===== src/rtl/bus_arbiter4.sv =====
// bus_arbiter4: four-way round-robin bus arbiter with hold timeout and turnaround gap.
// Define ARB_LOCK_EN to add a lock input that suppresses preemption of the current owner.
module bus_arbiter4 #(
   parameter int HOLD_MAX    = 16,
   parameter int TURN_CYCLES = 1
) (
   input  logic       clk,
   input  logic       reset,
`ifdef ARB_LOCK_EN
   input  logic       lock,
`endif
   input  logic [3:0] req,
   output logic       selA,
   output logic       selB,
   output logic       nOE,
   output logic [3:0] nGnt,
   output logic       busy
);
   localparam int HW = (HOLD_MAX > 0) ? $clog2(HOLD_MAX + 1) : 1;
   localparam int TW = (TURN_CYCLES > 0) ? $clog2(TURN_CYCLES + 1) : 1;
   localparam logic [HW-1:0] HOLD_SAT  = HW'(HOLD_MAX);
   localparam logic [HW-1:0] HOLD_LAST = HW'(HOLD_MAX - 1);
   localparam logic [TW-1:0] TURN_LAST = TW'(TURN_CYCLES - 1);

   typedef enum logic [1:0] {IDLE, GRANT, TURN} state_t;

   state_t        state_q, state_d;
   logic [1:0]    last_q, last_d, sel_q, sel_d, pick;
   logic [HW-1:0] hold_q, hold_d;
   logic [TW-1:0] turn_q, turn_d;
   logic          noe_q, noe_d, busy_q, busy_d;
   logic [3:0]    ngnt_q, ngnt_d;
   logic          any_req, others, lock_w, preempt, release_w;

`ifdef ARB_LOCK_EN
   assign lock_w = lock;
`else
   assign lock_w = 1'b0;
`endif

   assign any_req   = |req;
   assign others    = |(req & ~(4'b0001 << sel_q));
   // >= also catches a saturated counter, so a late competitor preempts at once
   assign preempt   = (HOLD_MAX != 0) && (hold_q >= HOLD_LAST) && others && !lock_w;
   assign release_w = !req[sel_q] || preempt;

   // Descending scan so the nearest requester after lastIdx wins
   always_comb begin
      pick = last_q;
      for (int k = 4; k >= 1; k--)
         if (req[last_q + 2'(k)]) pick = last_q + 2'(k);
   end

   always_ff @(posedge clk) begin
      if (reset) begin
         state_q <= IDLE;
         last_q  <= 2'd3;
         hold_q  <= '0;
         turn_q  <= '0;
         sel_q   <= 2'd0;
         noe_q   <= 1'b1;
         ngnt_q  <= 4'hF;
         busy_q  <= 1'b0;
      end else begin
         state_q <= state_d;
         last_q  <= last_d;
         hold_q  <= hold_d;
         turn_q  <= turn_d;
         sel_q   <= sel_d;
         noe_q   <= noe_d;
         ngnt_q  <= ngnt_d;
         busy_q  <= busy_d;
      end
   end

   always_comb begin
      state_d = state_q;
      last_d  = last_q;
      hold_d  = hold_q;
      turn_d  = turn_q;
      sel_d   = sel_q;
      case (state_q)
         IDLE: if (any_req) begin
            state_d = GRANT;
            sel_d   = pick;
            hold_d  = '0;
         end
         GRANT: if (release_w) begin
            state_d = (TURN_CYCLES > 0) ? TURN : IDLE;
            last_d  = sel_q;
            turn_d  = '0;
         end else begin
            hold_d  = (hold_q == HOLD_SAT) ? hold_q : hold_q + 1'b1;
         end
         TURN: if (turn_q == TURN_LAST) begin
            state_d = any_req ? GRANT : IDLE;
            sel_d   = any_req ? pick : sel_q;
            hold_d  = '0;
         end else begin
            turn_d  = turn_q + 1'b1;
         end
         default: state_d = IDLE;
      endcase
   end

   // Outputs are derived from the next state so every port comes straight from a flop
   always_comb begin
      noe_d  = state_d != GRANT;
      busy_d = state_d != IDLE;
      ngnt_d = noe_d ? 4'hF : ~(4'b0001 << sel_d);
   end

   assign {selB, selA} = sel_q;
   assign nOE          = noe_q;
   assign nGnt         = ngnt_q;
   assign busy         = busy_q;
endmodule


===== config.mk =====
export PLATFORM = sky130hd
export DESIGN_NAME = bus_arbiter4
export DESIGN_NICKNAME = d
export VERILOG_FILES = /design/src/rtl/bus_arbiter4.sv
export SDC_FILE = /design/constraint.sdc
export NUM_CORES = 1
export LEC_CHECK = 0
export CAP_MARGIN = 20
export CELL_PAD_IN_SITES_DETAIL_PLACEMENT = 0
export CELL_PAD_IN_SITES_GLOBAL_PLACEMENT = 1
export CORE_UTILIZATION = 38
export DETAILED_ROUTE_END_ITERATION = 6
export PLACE_DENSITY = 0.81
export SYNTH_ARGS = -nofsm -noshare
export SYNTH_HDL_FRONTEND = slang
export SYNTH_SLANG_ARGS = --single-unit

===== constraint.sdc =====
create_clock -name clk -period 2.5 [get_ports clk]
set_input_delay 0.5 -clock clk [delete_from_list [all_inputs] [get_ports clk]]
set_output_delay 0.5 -clock clk [all_outputs]
set_load 0.02 [all_outputs]

* After elaboration in Yosys (flattened, before gate mapping)
Cells that the tools add are included.
Storage, ports and cells: flip-flop bits (word level) 18, latch bits 0, bits in writable memories 0, bits in read-only memories 0, bits of input ports 6, word-level logic and storage cells 72, memories kept 0
Operators by class: $add $sub $neg 5, $mul 0, divide/modulo/power cells 0, order comparisons 5, eq/ne operators 9, shift-type cells 2, mux-type cells 27, bitwise operators 3, reductions and logical operators 13
Operators by type and width (count):
- 5-bit two-way mux | 4
- 2-bit two-way mux | 8
- 5-bit case mux with 3 select lines | 1
- 2-bit by 3-bit less-than comparator with 1-bit output, second input constant | 4
- 2-bit != test, second input constant | 5
- 1-bit binary-select mux with 2-bit select | 4
- 4-bit NOT | 2
- 4-bit OR reduction | 2
- 1-bit by 2-bit << shifter with 4-bit output, first input constant | 2
- 1-bit two-way mux | 7
- 2-bit case mux with 3 select lines | 1
- 5-bit by 1-bit adder with 5-bit output, second input constant | 1
- 5-bit equality test, second input constant | 1
- 5-bit by 4-bit greater-or-equal comparator with 1-bit output, second input constant | 1
- 5-bit AND reduction | 1
- 2-bit adder, second input constant | 2
- 4-bit bitwise AND | 1
- 2-bit case mux with 2 select lines | 1
- 2-bit AND reduction | 2
- 2-bit nonzero test | 2
- 3-bit nonzero test | 1
- 2-bit by 1-bit adder with 2-bit output, second input constant | 1
- 2-bit by 1-bit equality test with 1-bit output, second input constant | 1
- 2-bit equality test, second input constant | 1
- other kinds (8) | 8

* Logic depth before layout (Yosys ltp)
depth after elaboration 11, gate-level depth with buffers 9, mapped depth without buffers 9

* Least setup slack after synthesis
No wires, ideal clock.
path kind register to register, start register hold_q[0], end register ngnt_q[1] (netlist: nGnt[1]), arrival time 1.773 ns, data required time 2.373 ns, setup slack 0.600 ns, stages on the path, launching flop included 10, period minus slack after synthesis 1.900 ns, cells stage by stage dfxtp_1 > ha_1 > and3_1 > ha_1 > nor2_1 > a32oi_1 > a21oi_2 > or2_4 > inv_2 > or3b_1
Between the ends: longest elaborated chain between the ends 7
RTL lines:
- start, declared | RTL line 29 | logic [HW-1:0] hold_q, hold_d;
- start signal, assigned | RTL line 67 | hold_q <= hold_d;
- 5-bit by 4-bit greater-or-equal comparator with 1-bit output | RTL line 44 | assign preempt = (HOLD_MAX != 0) && (hold_q >= HOLD_LAST) && others && !lock_w;
- 1-bit logical AND | RTL line 44
- 1-bit logical OR | RTL line 45 | assign release_w = !req[sel_q] || preempt;
- 2-bit two-way mux | RTL line 88 | GRANT: if (release_w) begin
- 2-bit case mux with 3 select lines | RTL line 82 | case (state_q)
- 2-bit by 1-bit != test with 1-bit output | RTL line 108 | noe_d = state_d != GRANT;
- 2-bit OR reduction (no source line)
- end signal, assigned | RTL line 71 | ngnt_q <= ngnt_d;
- end, declared | RTL line 32 | logic [3:0] ngnt_q, ngnt_d;
No other way between the ends. A chain may end at the register's enable or synchronous reset.

* Worst setup path after layout
start input req[2], end register ngnt_q[1] (netlist: nGnt[1])
Between the ends: longest elaborated chain between the ends 10, elaborated cells between the ends (all ways) 29, those cells by class eq/ne (1); shift (1); mux (19); bitwise (2); reduce/logical (6)
RTL lines:
- start, declared | RTL line 12 | input logic [3:0] req,
- 1-bit binary-select mux with 2-bit select | RTL line 51 | if (req[last_q + 2'(k)]) pick = last_q + 2'(k);
- 1-bit two-way mux (not written as such) | RTL line 51
- 2-bit two-way mux (3 in series) | RTL line 51
- 2-bit two-way mux | RTL line 83, 97
- 2-bit two-way mux | RTL line 95 | TURN: if (turn_q == TURN_LAST) begin
- 2-bit case mux with 2 select lines | RTL line 82
- 1-bit by 2-bit << shifter with 4-bit output | RTL line 110 | ngnt_d = noe_d ? 4'hF : ~(4'b0001 << sel_d);
- 4-bit NOT | RTL line 110
Parallel ways exist; a longest one is shown, timed or not. The select of a mux whose other input is x is not followed.

==> PnR_summary.wiki <==
{| class="wikitable"
! Metric !! Value
|-
| Standby leakage power || 0.429 nW
|-
| Maximum buffer depth of the clock tree || 2
|-
| Final #Nets || roughly 120
|-
| Antenna violations before repair || 0
|-
| Number of DRC violations after detailed-routing iteration 0 || 17
|-
| Maximum number of pins on one net before global-route repair || 11
|-
| Slew Limit Headroom || 67.0%
|-
| Drt drc || 0
|-
| Die Y-Extent || between 40 and 50 um
|-
| Worst-path fanout max || 8
|-
| Final Power || 0.000669 W
|-
| Net count after synthesis || 104
|-
| Instance count along the most critical hold path || 1
|-
| Endpoint of the worst register-to-register path || nGnt[1]
|-
| Cell area after technology mapping || approximately 860 sq um
|-
| Leading post-synthesis cells by instance count || sky130_fd_sc_hd__dfxtp_1 (17), sky130_fd_sc_hd__nor2_1 (8), sky130_fd_sc_hd__inv_1 (6)
|-
| Top-count cell post-synth || sky130_fd_sc_hd__dfxtp_1
|-
| Critical path class || input pin to flop
|-
| IO buf count || 13
|-
| F_max || ~470 MHz
|-
| Pins Over Slew Limit || 0
|-
| Post-DP HPWL || between 1000 and 1500 um
|-
| Post-layout min period || 2.14 ns
|-
| Global-route wire length before repair || 3170 um
|-
| Register-to-Register Setup Slack || ~0.42 ns
|-
| Total number of yosys warnings || 0
|-
| Clock tree from TritonCTS || yes
|-
| Core Box Area || ~2000 sq um
|-
| Unique cell type count in the Yosys netlist || 39
|-
| Hold buffer count at CTS || 0
|-
| Overflow left after global routing || 0
|-
| Primary FF master, synth || sky130_fd_sc_hd__dfxtp_1
|-
| Number of buffers inserted to repair setup after CTS || 0
|-
| I/O pin cnt || 14
|-
| Share of cells above drive strength 1 || about an eighth
|-
| Antenna violation net count after detailed routing || 0
|-
| Setup crit start kind || input pin
|-
| Final worst clock skew || 0.00142 ns
|-
| Antenna fix cells || 0
|-
| Overall Global Routing Usage || ~16%
|-
| Clk sinks || 17
|-
| Kind of end point of the critical path || flop
|-
| Worst supply voltage drop on vdd || ~0.37 mV
|-
| Average wire length per cell after detail routing || 12.5 um
|-
| Hold WC Path Type || flop to flop
|-
| Number of gates resized after cts || 0
|-
| Aggregate routed wire length || 1770 um
|-
| Starting density of the core || between 40% and 50%
|-
| Outcome || finished clean
|-
| Fin crit share || between 80% and 90%
|-
| Synthesis-to-layout area growth || 24.7%
|-
| Final weighted congestion in routability-driven placement || 0.752
|-
| Worst Hold Launch || hold_q[4]
|-
| Post-synth EDFFs || 0
|-
| Area contributors post-synth || sky130_fd_sc_hd__dfxtp_1 (40%), sky130_fd_sc_hd__ha_1 (4.4%), sky130_fd_sc_hd__nand2b_1 (3.6%), sky130_fd_sc_hd__nor2_1 (3.5%), sky130_fd_sc_hd__a21oi_1 (2.9%)
|-
| Setup TNS || 0 ns
|-
| Area share of the largest cell type after synthesis || between 30 and 40%
|-
| Biggest area consumer among synthesized cells || sky130_fd_sc_hd__dfxtp_1
|-
| CTS clock-pin slew for the worst setup and hold paths || roughly 0.1 ns
|-
| Power per cell area || roughly 620 nW/um^2
|-
| Via density per instance || approximately 5.4
|-
| Number of endpoints failing setup at the final stage || 0
|-
| Sequential area share after synthesis || a little under 40%
|-
| Final hold viol count || 0
|-
| Final worst hold slack || between 0.5 and 0.6 ns
|-
| Post-Synthesis Mean Instance Area || 9.05 sq um
|-
| Number of CTS-inserted buffers || 3
|-
| Clock Tree Root || sky130_fd_sc_hd__clkbuf_4
|-
| Max cap viols || 0
|-
| Via count of the first global-routing pass || 714
|-
| Startpoint of the lowest-slack register-to-register path || hold_q[0]
|-
| RSZ-0062 raised after global routing || false
|-
| Actual transition at the worst max-transition pin || around 0.49 ns
|-
| Cell count of the worst reg-to-reg path || 9
|-
| Total number of H-tree levels || 1
|-
| Die Width || between 40 and 50 um
|-
| Share of synthesized registers carrying an async set or reset || 0%
|-
| Synthesized instance count || 95
|-
| Required arrival time at the worst endpoint || approximately 2.7 ns
|-
| Register bit total from synthesis || 17
|-
| Detailed-route via count || approximately 760
|-
| Die Outline Area || 2460 sq um
|-
| Non-filler instance count after layout || about 140
|-
| Final Util || 52.5%
|-
| Detailed Routing Iterations Pass 1 || 4
|-
| Data arrival at the endpoint of the critical path || around 2.3 ns
|-
| Cell Count Post-Placement || 137
|-
| Endpoint of the worst hold path || hold_q[4]
|-
| Rows || 16
|-
| Clock latency reported for the late side of the worst-skew pair || 0.28 ns
|}
## worst max-delay path, cell delays in order
cell and delay [ns]:
sky130_fd_sc_hd__clkdlybuf4s50_1 0.51, sky130_fd_sc_hd__nor4bb_1 0.31, sky130_fd_sc_hd__o21bai_1 0.14, sky130_fd_sc_hd__a21oi_2 0.28, sky130_fd_sc_hd__or2_4 0.18, sky130_fd_sc_hd__inv_2 0.03
sky130_fd_sc_hd__or3b_1 0.35
## placed cells by master, fill, tap and decap left out, types with 3 or more instances in the layout
cell / synthesis / routed
sky130_fd_sc_hd__a21oi_1: 5 / 5
sky130_fd_sc_hd__and3_1: 3 / 3
sky130_fd_sc_hd__buf_4: 0 / 4
sky130_fd_sc_hd__clkbuf_4: 0 / 3
sky130_fd_sc_hd__clkdlybuf4s50_1: 0 / 13
sky130_fd_sc_hd__dfxtp_1: 17 / 17
sky130_fd_sc_hd__ha_1: 3 / 3
sky130_fd_sc_hd__inv_1: 6 / 6
sky130_fd_sc_hd__nand2_1: 3 / 3
sky130_fd_sc_hd__nand2b_1: 5 / 5
sky130_fd_sc_hd__nand3_1: 4 / 4
sky130_fd_sc_hd__nor2_1: 8 / 8
sky130_fd_sc_hd__nor3b_1: 3 / 3
sky130_fd_sc_hd__nor4_1: 3 / 3
sky130_fd_sc_hd__o21ai_0: 3 / 3
## worst max path at each step
| stage | from | to | slack, ns | cells after the start |
|---|---|---|---|---|
| after floorplan | hold_q[0] | nGnt[1] | 0.60 | 9 |
| after global placement | req[2] | nGnt[1] | 0.11 | 7 |
| after detailed placement | req[2] | nGnt[1] | 0.07 | 7 |
| after CTS | req[2] | nGnt[1] | 0.38 | 7 |
| after global routing | hold_q[0] | nGnt[1] | 0.18 | 9 |
| final | req[2] | nGnt[1] | 0.36 | 7 |
## layout make-up
type                       count  area, sq um
clock buffer                   3         22.5
inverter                       7         26.3
clock inverter                 1         5.00
sequential                    17          340
fill                         204          970
tap                           27         33.8
multi-input combinational     69          484
timing repair buffer          17          160
## kinds of logic (layout without fill, tap and decap cells)
group	after synthesis	count (layout)	share of synthesized area (%)
flip-flops	17	17	39.6
AO/OA/AOI/OAI	25	25	21.4
adder cells (fa/ha/maj)	3	3	4.37
multiplexers	2	2	3.78
AND/OR/NAND/NOR	39	39	26.8
buffers and inverters	9	28	4.07
## through the flow
step	area, sq um	worst slack (ns)
2_1_floorplan	860	0.600
3_3_place_gp	1040	0.106
3_5_place_dp	1040	0.0718
4_1_cts	1070	0.380
5_1_grt	1070	0.176
6_report	1070	0.364
## state kept, by name (all words and copies together), names as in the netlist
register	flops
busy	1
nOE	1
state_q	2
last_q	2
sel_q	2
hold_q	5
nGnt	4
## power breakdown
group          total [W]  switching, W  internal, W
sequential      0.000323     0.0000244     0.000299
combinational   0.000201      0.000104    0.0000975
clock           0.000144     0.0000847    0.0000594
total           0.000669      0.000213     0.000456
## layer usage
metal  GRT usage [%]  vias to the layer above  part of all wire (%)
met3            2.47                        2                   4.1
li1                -                      391                     -
met5               0                        -                     0
met2            25.2                       16                    43
met1            23.3                      352                    53
met4            5.71                        0                  0.51
Power figures use the tool's default switching activity.
==> edit 1, RTL diff (config.mk and constraints unchanged) <==
The parameter `HOLD_MAX` goes from 16 to 32.
--- a/src/rtl/bus_arbiter4.sv
+++ b/src/rtl/bus_arbiter4.sv
@@ -2,5 +2,5 @@
 // Define ARB_LOCK_EN to add a lock input that suppresses preemption of the current owner.
 module bus_arbiter4 #(
-   parameter int HOLD_MAX    = 16,
+   parameter int HOLD_MAX    = 32,
    parameter int TURN_CYCLES = 1
 ) (
Behaviour: same outputs for any inputs over 10 cycles, from zero or initial values and one cycle with reset high; that may be too few to reach the edited logic, so the function may still have changed.
==> edit 1 against the unedited design <==
Area after synthesis grew 9.8%. Via count grew 10%. Worst setup slack lost 37 ps. Power grew 0.83%. Final cell count grew 5.0%. Global-route usage grew 1.4 points. Combinational power shrank 14%. Routed wire length grew 17%. Register-to-register slack gained 250 ps. Final area grew 8.3%. Sequential cell count grew 1. Core utilization shrank 1.5 points. Critical path type unchanged. Highest routed layer unchanged.
==> edit 1: results (changes against the unedited design) <==
| Metric | Value |
|---|---|
| Post-synthesis sequential area ratio | 38.20% (was 39.59%) |
| EDFF count, synth | 0 (unchanged) |
| Met2 Track Usage GR | 25.85% (was 25.23%) |
| Clock Skew | 12.92 ps (was 1.418 ps) |
| Max FFs per register | 6 (was 5) |
| Leak | 0.4123 nW (was 0.4288 nW) |
| H-tree depth | 1 (unchanged) |
| Worst Reg-to-Reg Cells | 5 (was 9) |
| Total Nets Final | 129 (was 124) |
| Worst-Margin Slew | 390.6 ps (was 490.3 ps) |
| # Post-CTS Setup Buffers | 0 (unchanged) |
| Placer Congestion | 0.8037 (was 0.7524) |
| Fill cell count | 218 (was 204) |
| Placed instance area | 0.001125 sq mm (was 0.001045 sq mm) |
| Synth warn | 0 (unchanged) |
| Netlist cell types | 42 (was 39) |
| Max rail drop VDD | 379.6 uV (was 369.1 uV) |
| Main flop type after synthesis | dfxtp_1 (unchanged) |
| HPWL after DPL | 1514 microns (was 1339 microns) |
| Total CTS buffers | 3 (unchanged) |
| Layout cells sized above 1 | 13.33% (was 13.16%) |
| Most common library cells after synthesis | dfxtp_1 (18), nand3_1 (9), inv_1 (6), o21ai_0 (6), a21oi_1 (5) (was dfxtp_1 (17), nor2_1 (8), inv_1 (6)) |
| Vias in the first global route | 749 (was 714) |
| Vias per inst | 5.669 (was 5.397) |
| First-pass GRT wire length | 3532 microns (was 3174 microns) |
| WHS Path Cells | 2 (was 1) |
| Gr usage total | 17.84% (was 16.47%) |
| Status | complete, no violations (unchanged) |
| CTS max path bufs | 2 (unchanged) |
| Main area contributors after synthesis | dfxtp_1 (38%), nand3_1 (4.8%), mux2i_1 (4.2%) (was dfxtp_1 (40%), ha_1 (4.4%), nand2b_1 (3.6%)) |
| Place WS | 36.24 ps (was 71.78 ps) |
| Pre-antenna DRT Iters | 5 (was 4) |
| Met3 usage | 1.754% (was 2.469%) |
| Post-Syn Nets | 110 (was 104) |
| Iteration-0 DRC Markers | 25 (was 17) |
| Worst-path clk slew | 110 ps |
| Final wirelength | 2070 microns (was 1767 microns) |
| Max FO, Critical Path | 7 (was 8) |
| Clock latency on the worst-skew pair | 300 ps (was 280 ps) |
| WP data arrival | 2410 ps (was 2310 ps) |
| Met1 Usage GRT | 25.67% (was 23.30%) |
==> edit 1: cell types whose count changed after synthesis, sizes merged, moves of 3 or more <==
cell,delta
nor2,-4
mux2i,+3
nand3,+5
o21ai,+4
and3,-3
nor3,+5
==> edit 1: area by class of cell <==
type / instances / share of cell area (%)
tap: 28 / 3.017
clock buffer: 4 / 3.125
multi-input combinational: 75 / 47.09
sequential: 18 / 31.03
inverter: 6 / 1.940
timing repair buffer: 17 / 13.79
==> edit 1: metal layers <==
metal,up-vias,wire (microns)
met5,-,0
met4,0,14
met3,2,60
met2,17,926
met1,397,1068
li1,423,-
==> edit 1: path summary, 6_finish.rpt <==
kind | slack, ps | endpoint | startpoint
max | 330 | hold_q[3] | req[1]
min | 530 | hold_q[5] | hold_q[5]
max reg2reg | 670 | hold_q[3] | state_q[0]
min reg2reg | 530 | hold_q[5] | hold_q[5]
==> edit 1: logic make-up after synthesis <==
group,count (synthesis),share of synthesized area (%)
flops,18,38.20
mux,5,7.030
fa+ha+maj,2,2.652
compound gates,28,24.00
buf+inv,9,3.846
simple gates,40,24.27
==> edit 1: where the power goes <==
group	total, mW	switching, mW	internal (mW)
clock network	0.178	0.0894	0.0887
logic	0.172	0.0945	0.0776
registers	0.324	0.0165	0.308
==> edit 1: metrics by stage <==
| step | utilization (%) | instances | hold WS (ps) |
|---|---|---|---|
| 6_report | 51.02 | 148 | 529.0 |
| 5_1_grt | 51.02 | 148 | 548.3 |
| 4_1_cts | 51.02 | 148 | 519.9 |
| 3_5_place_dp | 49.42 | 144 | 505.1 |
| 3_3_place_gp | 49.42 | 144 | 506.8 |
| 2_1_floorplan | - | 102 | 471.6 |
==> edit 1: worst max-delay path, stage by stage <==
cell and delay (ps):
clkdlybuf4s50_1 610, nor4_1 100, buf_4 150, a21oi_2 230, o22ai_2 180, or4_1 500, a21boi_1 140
==> edit 2, RTL diff (same flow settings) <==
Without the edit above. Reset style: asynchronous (`reset`), changed in one clocked block.
--- a/src/rtl/bus_arbiter4.sv
+++ b/src/rtl/bus_arbiter4.sv
@@ -52,5 +52,5 @@
    end
 
-   always_ff @(posedge clk) begin
+   always_ff @(posedge clk or posedge reset) begin
       if (reset) begin
          state_q <= IDLE;
Check against the original RTL: differs if reset is asserted again (counterexample within 4 cycles, from zero or initial values and one cycle with reset high); with reset held inactive, the same outputs for 10 cycles.
==> edit 2 against the unedited design <==
Critical path depth down 2. Final area grew 23%. Worst setup slack gained 62 ps. Routed wire length grew 43%. Sequential cell count is the same. Combinational power rose to 4.4 times the old value. The run now ends with DRC left. Via count grew 30%. First-iteration DRC count grew 88%. Largest cell class unchanged. Area after synthesis increased by 33%. Synthesized cell count rose by 24%. Power up 140%. Worst hold slack better by 51 ps.
==> edit 2: results (changes against the unedited design) <==
| Metric | Value |
|---|---|
| Place WS | 126.8 ps (was 71.78 ps) |
| Most common library cells after synthesis | dfrtp_1 (10), nand2_1 (10), inv_1 (8), o211ai_1 (8), dfstp_2 (7) (was dfxtp_1 (17), nor2_1 (8), inv_1 (6)) |
| First-pass GRT wire length | 4291 microns (was 3174 microns) |
| Iteration-0 DRC Markers | 32 (was 17) |
| Layout cells sized above 1 | 18.18% (was 13.16%) |
| Post-synthesis sequential area ratio | 37.96% (was 39.59%) |
| Post-Syn Nets | 127 (was 104) |
| Synth Area in Adders | 3.282% (was 4.367%) |
| Total Nets Final | 142 (was 124) |
| Max FO, Critical Path | 10 (was 8) |
| Worst Reg-to-Reg Cells | 7 (was 9) |
| Vias in the first global route | 969 (was 714) |
| Worst-Margin Slew | 663.7 ps (was 490.3 ps) |
| Status | finished with violations (was complete, no violations) |
| Largest net degree at the start of global routing | 18 (was 11) |
| WL/cell | 15.51 microns (was 12.53 microns) |
| Clock Skew | 4.747 ps (was 1.418 ps) |
| Slowest cell on crit path | or4_1 (was clkdlybuf4s50_1) |
| Max rail drop VDD | 427.7 uV (was 369.1 uV) |
| Hold crit path type | in -> async (was reg -> reg) |
| DRC | 2 (was 0) |
| Gr usage total | 17.58% (was 16.47%) |
| Post-cts sizing count | 0 (unchanged) |
| Vias per inst | 6.061 (was 5.397) |
| Pre-antenna DRT Iters | 6 (was 4) |
| Placer Congestion | 0.8269 (was 0.7524) |
| Crit path largest cell delay | 590 ps (was 510 ps) |
| # diodes | 0 (unchanged) |
| Main area contributors after synthesis | dfrtp_1 (22%), dfstp_2 (16%), o211ai_1 (5.3%) (was dfxtp_1 (40%), ha_1 (4.4%), nand2b_1 (3.6%)) |
| Fraction of registers with async set/reset | 100.0% (was 0%) |
| HPWL after DPL | 1842 microns (was 1339 microns) |
| Synth Area in Compound Gates | 24.51% (was 21.40%) |
| Failing checks | DRC |
| P_comb | 0.878 mW (was 0.201 mW) |
| Reg power frac | 34.5% (was 48.4%) |
| Root Driver | clkbuf_4 (unchanged) |
| # Post-CTS Setup Buffers | 0 (unchanged) |
| Worst-path clk slew | 110 ps |
| Leak | 0.5343 nW (was 0.4288 nW) |
| Main flop type after synthesis | dfrtp_1 (was dfxtp_1) |
| Pint | 0.8695 mW (was 0.4560 mW) |
| Post-synthesis mux area share | 5.470% (was 3.785%) |
| Clock latency on the worst-skew pair | 310 ps (was 280 ps) |
edit 2: worst paths after layout:
check	startpoint	to	slack (ps)
max	req[1]	nGnt[1]	430
min	reset	hold_q[2]	570
max reg2reg	hold_q[1]	state_q[0]	550
min reg2reg	hold_q[2]	hold_q[2]	570
max in group asynchronous	reset	sel_q[0]	1520
min in group clk	hold_q[2]	hold_q[2]	570
edit 2: layout make-up:
class	instances	area, sq um
clock buffers	3	22.52
clock inverters	1	7.507
fillers	265	1485
inverters	9	33.78
multi-input cells	84	615.6
flip-flops and latches	17	434.2
well taps	31	38.79
repair buffers	18	167.7
edit 2: layer usage:
metal / vias to the layer above / track usage [%] / part of all wire [%]
li1: 469 / - / -
met1: 488 / 20.46 / 44
met2: 26 / 29.76 / 50
met3: 5 / 2.995 / 3.2
met4: 0 / 11.15 / 2.3
met5: - / 0 / 0
edit 2: cell families (layout without fill, tap and decap cells):
group	after synthesis	after routing
flip-flops	17	17
AO/OA/AOI/OAI	35	35
multiplexers	5	5
buffers and inverters	17	31
adder cells (fa/ha/maj)	3	3
AND/OR/NAND/NOR	41	41
edit 2: critical path, delay by kind of cell:
family                 cells  cell delay (ps)
AND/OR/NAND/NOR            1              590
buffers and inverters      1              470
AO/OA/AOI/OAI              3              730
edit 2: per-stage QoR:
step                      power (mW)  hold WS, ps  util [%]  instance area (sq um)  cells
after floorplan                1.171        421.0         -                   1144    118
after global placement         1.395        542.2     45.99                   1290    159
after detailed placement       1.424        544.5     45.99                   1290    159
after CTS                      1.588        566.8     47.06                   1320    163
after global routing           1.706        591.4     47.06                   1320    163
final                          1.584        567.2     47.06                   1320    163
